===== config.mk =====
export PLATFORM = sky130hd
export DESIGN_NAME = shift_exec_pipe
export DESIGN_NICKNAME = d
export VERILOG_FILES = /design/src/rtl/shift_exec_pipe_pkg.sv /design/src/rtl/shift_exec_pipe_shifter.sv /design/src/rtl/shift_exec_pipe.sv
export SDC_FILE = /design/constraint.sdc
export NUM_CORES = 1
export LEC_CHECK = 0
export ABC_AREA = 1
export CELL_PAD_IN_SITES_DETAIL_PLACEMENT = 0
export CELL_PAD_IN_SITES_GLOBAL_PLACEMENT = 1
export CORE_MARGIN = 3
export CORE_UTILIZATION = 32
export DETAILED_ROUTE_END_ITERATION = 10
export GPL_TIMING_DRIVEN = 0
export PLACE_DENSITY = 0.78
export SLEW_MARGIN = 20
export SYNTH_ARGS = -nofsm -noshare
export SYNTH_HDL_FRONTEND = slang
export SYNTH_SLANG_ARGS = --single-unit
export TNS_END_PERCENT = 10

===== constraint.sdc =====
create_clock -name clk -period 2.4 [get_ports clk]
set_input_delay 0.6 -clock clk [delete_from_list [all_inputs] [get_ports clk]]
set_output_delay 0.6 -clock clk [all_outputs]
set_load 0.005 [all_outputs]

===== src/rtl/shift_exec_pipe_pkg.sv =====
// Shared constants for the execute-stage shift pipeline: shifter mode
// encodings and operand forwarding selects.
package shift_exec_pipe_pkg;

    localparam logic [1:0] MODE_SLL = 2'b00;
    localparam logic [1:0] MODE_SRA = 2'b01;
    localparam logic [1:0] MODE_ROR = 2'b10;
    localparam logic [1:0] MODE_ILL = 2'b11;

    localparam logic [1:0] FWD_RF    = 2'b00;
    localparam logic [1:0] FWD_EXMEM = 2'b01;
    localparam logic [1:0] FWD_MEMWB = 2'b10;

endpackage


===== src/rtl/shift_exec_pipe_shifter.sv =====
// 16-bit combinational barrel shifter: SLL, SRA, ROR; mode 11 passes the
// operand through unchanged.
module shift_exec_pipe_shifter
    import shift_exec_pipe_pkg::*;
(
    input  logic [15:0] Shift_In,
    input  logic [1:0]  Mode_In,
    input  logic [3:0]  Shift_Val,
    output logic [15:0] Shift_Out
);

    // Select the shifted value for the requested mode.
    always_comb begin
        // NOTE: default assignment first so every path drives Shift_Out and no latch is inferred.
        Shift_Out = Shift_In;
        case (Mode_In)
            MODE_SLL: Shift_Out = Shift_In << Shift_Val;
            MODE_SRA: Shift_Out = $signed(Shift_In) >>> Shift_Val;
            // A left shift by 16 of a 16-bit value is zero, so amount 0 yields Shift_In.
            MODE_ROR: Shift_Out = (Shift_In >> Shift_Val) | (Shift_In << (5'd16 - {1'b0, Shift_Val}));
            MODE_ILL: Shift_Out = Shift_In;
        endcase
    end

endmodule


===== src/rtl/shift_exec_pipe.sv =====
// Execute-stage shift wrapper: stage 1 operand register (forwarding resolved
// at acceptance) feeding the barrel shifter, stage 2 result register with Z
// flag, illegal-mode flag and destination tag. Valid/ready on both sides,
// flush kills all in-flight ops.
// Optional: define SHIFT_STALL_CNT_EN to add a saturating stall_cnt output
// counting cycles with out_valid && !out_ready.
module shift_exec_pipe
    import shift_exec_pipe_pkg::*;
#(
    parameter int DATA_W = 16,
    parameter int TAG_W  = 4
) (
    input  logic              clk,
    input  logic              rst,
    input  logic              in_valid,
    output logic              in_ready,
    input  logic [1:0]        in_mode,
    input  logic [DATA_W-1:0] in_src,
    input  logic [3:0]        in_shamt,
    input  logic [TAG_W-1:0]  in_dst,
    input  logic [1:0]        in_fwd_sel,
    input  logic [DATA_W-1:0] fwd_exmem_data,
    input  logic [DATA_W-1:0] fwd_memwb_data,
    input  logic              flush,
    output logic              out_valid,
    input  logic              out_ready,
    output logic [DATA_W-1:0] out_data,
    output logic [TAG_W-1:0]  out_dst,
    output logic              out_z,
    output logic              out_err
`ifdef SHIFT_STALL_CNT_EN
    ,
    output logic [15:0]       stall_cnt
`endif
);

    // Stage 1: operand register
    logic              s1_v;
    logic [DATA_W-1:0] s1_src;
    logic [1:0]        s1_mode;
    logic [3:0]        s1_shamt;
    logic [TAG_W-1:0]  s1_dst;

    // Stage 2 valid; the payload registers are the outputs themselves
    logic              s2_v;

    logic              s2_adv;
    logic              s1_adv;
    logic [DATA_W-1:0] sel_src;
    logic [DATA_W-1:0] shift_out;

    // Handshake: a stage moves when the stage ahead of it can take its contents.
    always_comb begin
        s2_adv   = !s2_v || out_ready;
        s1_adv   = s2_adv;
        in_ready = !s1_v || s1_adv;
    end

    // Forwarding mux, resolved when the op is accepted.
    always_comb begin
        sel_src = in_src;
        case (in_fwd_sel)
            FWD_RF:    sel_src = in_src;
            FWD_EXMEM: sel_src = fwd_exmem_data;
            FWD_MEMWB: sel_src = fwd_memwb_data;
            default:   sel_src = in_src;
        endcase
    end

    // Stage 1 valid: reset and flush clear it, otherwise it follows in_valid whenever a slot is open.
    always_ff @(posedge clk) begin
        // NOTE: sequential state uses non-blocking assignments so every register samples pre-edge values.
        if (rst) begin
            s1_v <= 1'b0;
        end else if (flush) begin
            s1_v <= 1'b0;
        end else if (in_ready) begin
            s1_v <= in_valid;
        end
    end

    // Stage 1 payload: loads only on a real acceptance.
    always_ff @(posedge clk) begin
        // NOTE: payload registers carry no reset; s1_v qualifies them, so their reset value is never observed.
        if (!flush && in_ready && in_valid) begin
            s1_src   <= sel_src;
            s1_mode  <= in_mode;
            s1_shamt <= in_shamt;
            s1_dst   <= in_dst;
        end
    end

    shift_exec_pipe_shifter u_shifter (
        .Shift_In  (s1_src),
        .Mode_In   (s1_mode),
        .Shift_Val (s1_shamt),
        .Shift_Out (shift_out)
    );

    // Stage 2 result register: captures shifter output, flags and tag; holds under back-pressure.
    always_ff @(posedge clk) begin
        if (rst) begin
            s2_v     <= 1'b0;
            out_data <= '0;
            out_dst  <= '0;
            out_z    <= 1'b0;
            out_err  <= 1'b0;
        end else if (flush) begin
            s2_v <= 1'b0;
        end else if (s2_adv) begin
            s2_v <= s1_v;
            if (s1_v) begin
                out_data <= shift_out;
                out_dst  <= s1_dst;
                out_z    <= (shift_out == '0);
                out_err  <= (s1_mode == MODE_ILL);
            end
        end
    end

    assign out_valid = s2_v;

`ifdef SHIFT_STALL_CNT_EN
    // Saturating count of back-pressured output cycles; flush does not clear it.
    always_ff @(posedge clk) begin
        if (rst) begin
            stall_cnt <= '0;
        end else if (s2_v && !out_ready && (stall_cnt != 16'hFFFF)) begin
            stall_cnt <= stall_cnt + 16'd1;
        end
    end
`endif

endmodule


==> results.cfg <==
[die]
start_util_pct = 33.2
ioPinCount = 89
core-area_sq_um = 13400
die-width_um = 124
rows = 42
die_area_sq_um = 15300
die_h_um = 124

[grt]
track_usage_pct = 25.2
antenna_found_initial = 0
grt_pass1_vias = 5264
grt_pass1_wl_um = 28900
grt_overflow = 0
grt_start_max_net_pins = 27

[timing]
setup_violations = 1
hold_viol_final = 0
relSlewSlack_pct = 35.6
fmax_ghz = 0.406
setup_slack_ps = -64.6
finalCriticalPeriod_ps = 2460
clock_skew_ps = 12.5
slew_viol_final = 0
rsz0062_at_grt = true
tns_ps = -64.6
tightest_slew_ps = 965
holdWs_ps = 475
timing.final.crit_share_pct = 103

[critical_path]
critical_path.slowest_cell = edfxtp_1
start_kind = flop
path_cells = inv_2 > buf_4 > clkbuf_4 > o21ai_0 > o21ai_0 > nand2_1 > nand3b_1 > nor2_1 > nand2_1 > nor2_1 > nand2_1 > a21oi_2
critPathKind = flop to flop
crit_path_frequent_cell = nand2_1
end_kind = flop
cp.required_ps = 2640
cp.arrival_ps = 2700
slowest_delay_ps = 500
worstPathMaxFanout = 10

[logic_synthesis]
synth_top_area_cell = nand2_1
syn_inst = 742
syn_area_per_cell_sq_um = 5.99
synth_common_cells = nand2_1, nand3_1, nor2_1
ys_ff_latch = 50
synthAdderAreaFrac_pct = 0.844
async_flop_share_pct = 0
synth_top_family_by_area = simple AND/OR/NAND/NOR gates
synth.area.top_cells = nand2_1, edfxtp_1, nand3_1
synth-seq-area-share_pct = 28.4
synth_top_cell_area_share_pct = 21.4
synthSimpleGateAreaFrac_pct = 50.3
syn-num-nets = 810
syn_area_sq_um = 4450
synth_xor_area_share_pct = 0
synth_mux_area_share_pct = 0
synth.most_common_cell = nand2_1
ys.flop_type = edfxtp_1
ys_types = 39
yosys_warnings = 0
synth_compound_area_share_pct = 11.7
synth_edf_count = 26

[pwr]
power.total_mw = 2.76
ir_drop_mv = 0.341
leakagePower_nw = 2.85
power_density_nw_per_um2 = 440

[hold_path]
hold_class = flop to flop

[run_status]
violations = negative setup slack
status = finished, violations left

[clock_tree]
root_buffer = clkbuf_16
clkSlewWorstSetupHoldPaths_ps = 70
clock-sinks = 50
cts_buffers = 5
h-tree-depth = 2
clkLatencyLatePin_ps = 310
clockBufferDepth = 2
holdBufCountCts = 0
cts_tree = done

[layout]
nFillCells = 1443
area_growth_pct = 41.1
layout-drive-gt1-share_pct = 16.7
antenna_cells = 0
nNetsFinal = 927
fin_area_sq_um = 6270

[routing]
wire_per_inst_um = 18.7
dr.pass1.iters = 6
drtIter0Drc = 585
vias = 5696
wirelength_um = 19400
drc = 0
ant_nets = 0
routed_via_density = 5.50

[place]
dpl.hpwl_um = 14800
port_buffers = 88
gp_congestion = 1.03
dpl-instance-area_sq_um = 5550

[run]
drv_cap = 0
## state kept, by name (all words and copies together) (netlist names)
register   flops
out_valid      1
s1_src        16
out_err        1
s1_dst         4
out_z          1
out_data      16
s1_v           1
s1_shamt       4
out_dst        4
s1_mode        2
## worst paths after layout
| kind | startpoint | slack (ps) | end | depth (start not counted) |
|---|---|---|---|---|
| worst max-delay path | s1_shamt[2] | -60 | out_z | 12 |
| worst min-delay path | s1_dst[3] | 480 | out_dst[3] | 2 |
| worst max register to register | s1_shamt[2] | -60 | out_z | 12 |
| worst min register to register | s1_dst[3] | 480 | out_dst[3] | 2 |
## per-layer routing
layer / vias up / GRT usage (%) / share of wire, %
met4: 0 / 13.9 / 6.5
li1: 2705 / - / -
met2: 322 / 37.1 / 42
met3: 84 / 4.41 / 8.1
met1: 2585 / 34.8 / 43
met5: - / 0 / 0
## kinds of logic after synthesis
group                    after synthesis
adder cells (fa/ha/maj)                3
AND/OR/NAND/NOR                      510
flip-flops                            50
AO/OA/AOI/OAI                         94
buffers and inverters                 85
## per-stage QoR
| step | utilization, % | cells | setup slack, ps |
|---|---|---|---|
| after global routing | 46.8 | 1036 | -200 |
| after floorplan | - | 742 | 43.6 |
| after global placement | 41.4 | 1006 | -705 |
| after CTS | 43.5 | 1019 | 0.417 |
| final | 46.8 | 1036 | -64.6 |
| after detailed placement | 41.4 | 1006 | -679 |
## report_power, final
part           leakage, nW  switching (mW)  internal, mW  total, mW
Clock               0.0844           0.338         0.498      0.835
Combinational         2.33           0.549         0.382      0.932
Sequential           0.440          0.0449         0.949      0.994
## layout by cell type (no fill, tap or decap), types with 5 or more instances in the layout
cell and count:
a21oi_1 50, buf_2 9, buf_4 23, buf_6 7, clkbuf_1 15, clkbuf_16 7, clkdlybuf4s50_1 87, dfxtp_1 24
edfxtp_1 26, inv_1 34, nand2_1 233, nand2_2 25, nand2_4 5, nand3_1 111, nand3_2 32, nand4_1 11
nor2_1 76, nor2_4 5, o21ai_0 25, o21ai_1 5
## timing repair
action                     4_1_cts  5_1_grt
setup buffers                    7       15
pin swaps                        3       39
gates cloned                     0        2
resized for setup               21       81
setup endpoints to repair       17       15
## layout make-up
| type | instances | area, sq um | area share [%] |
|---|---|---|---|
| multi-input combinational | 607 | 3060 | 48.8 |
| sequential | 50 | 1260 | 20.1 |
| timing repair buffer | 112 | 1110 | 17.6 |
| buffer | 40 | 256 | 4.09 |
| tap | 176 | 220 | 3.51 |
| inverter | 43 | 196 | 3.13 |
| clock buffer | 5 | 125 | 1.99 |
| clock inverter | 3 | 47.5 | 0.758 |
## worst max-delay path: cells and delay by family (launching register included)
| kind | cells | cell delay, ps |
|---|---|---|
| compound gates | 3 | 650 |
| buf+inv | 3 | 600 |
| flops | 1 | 500 |
| simple gates | 6 | 640 |
Power figures use the tool's default switching activity.
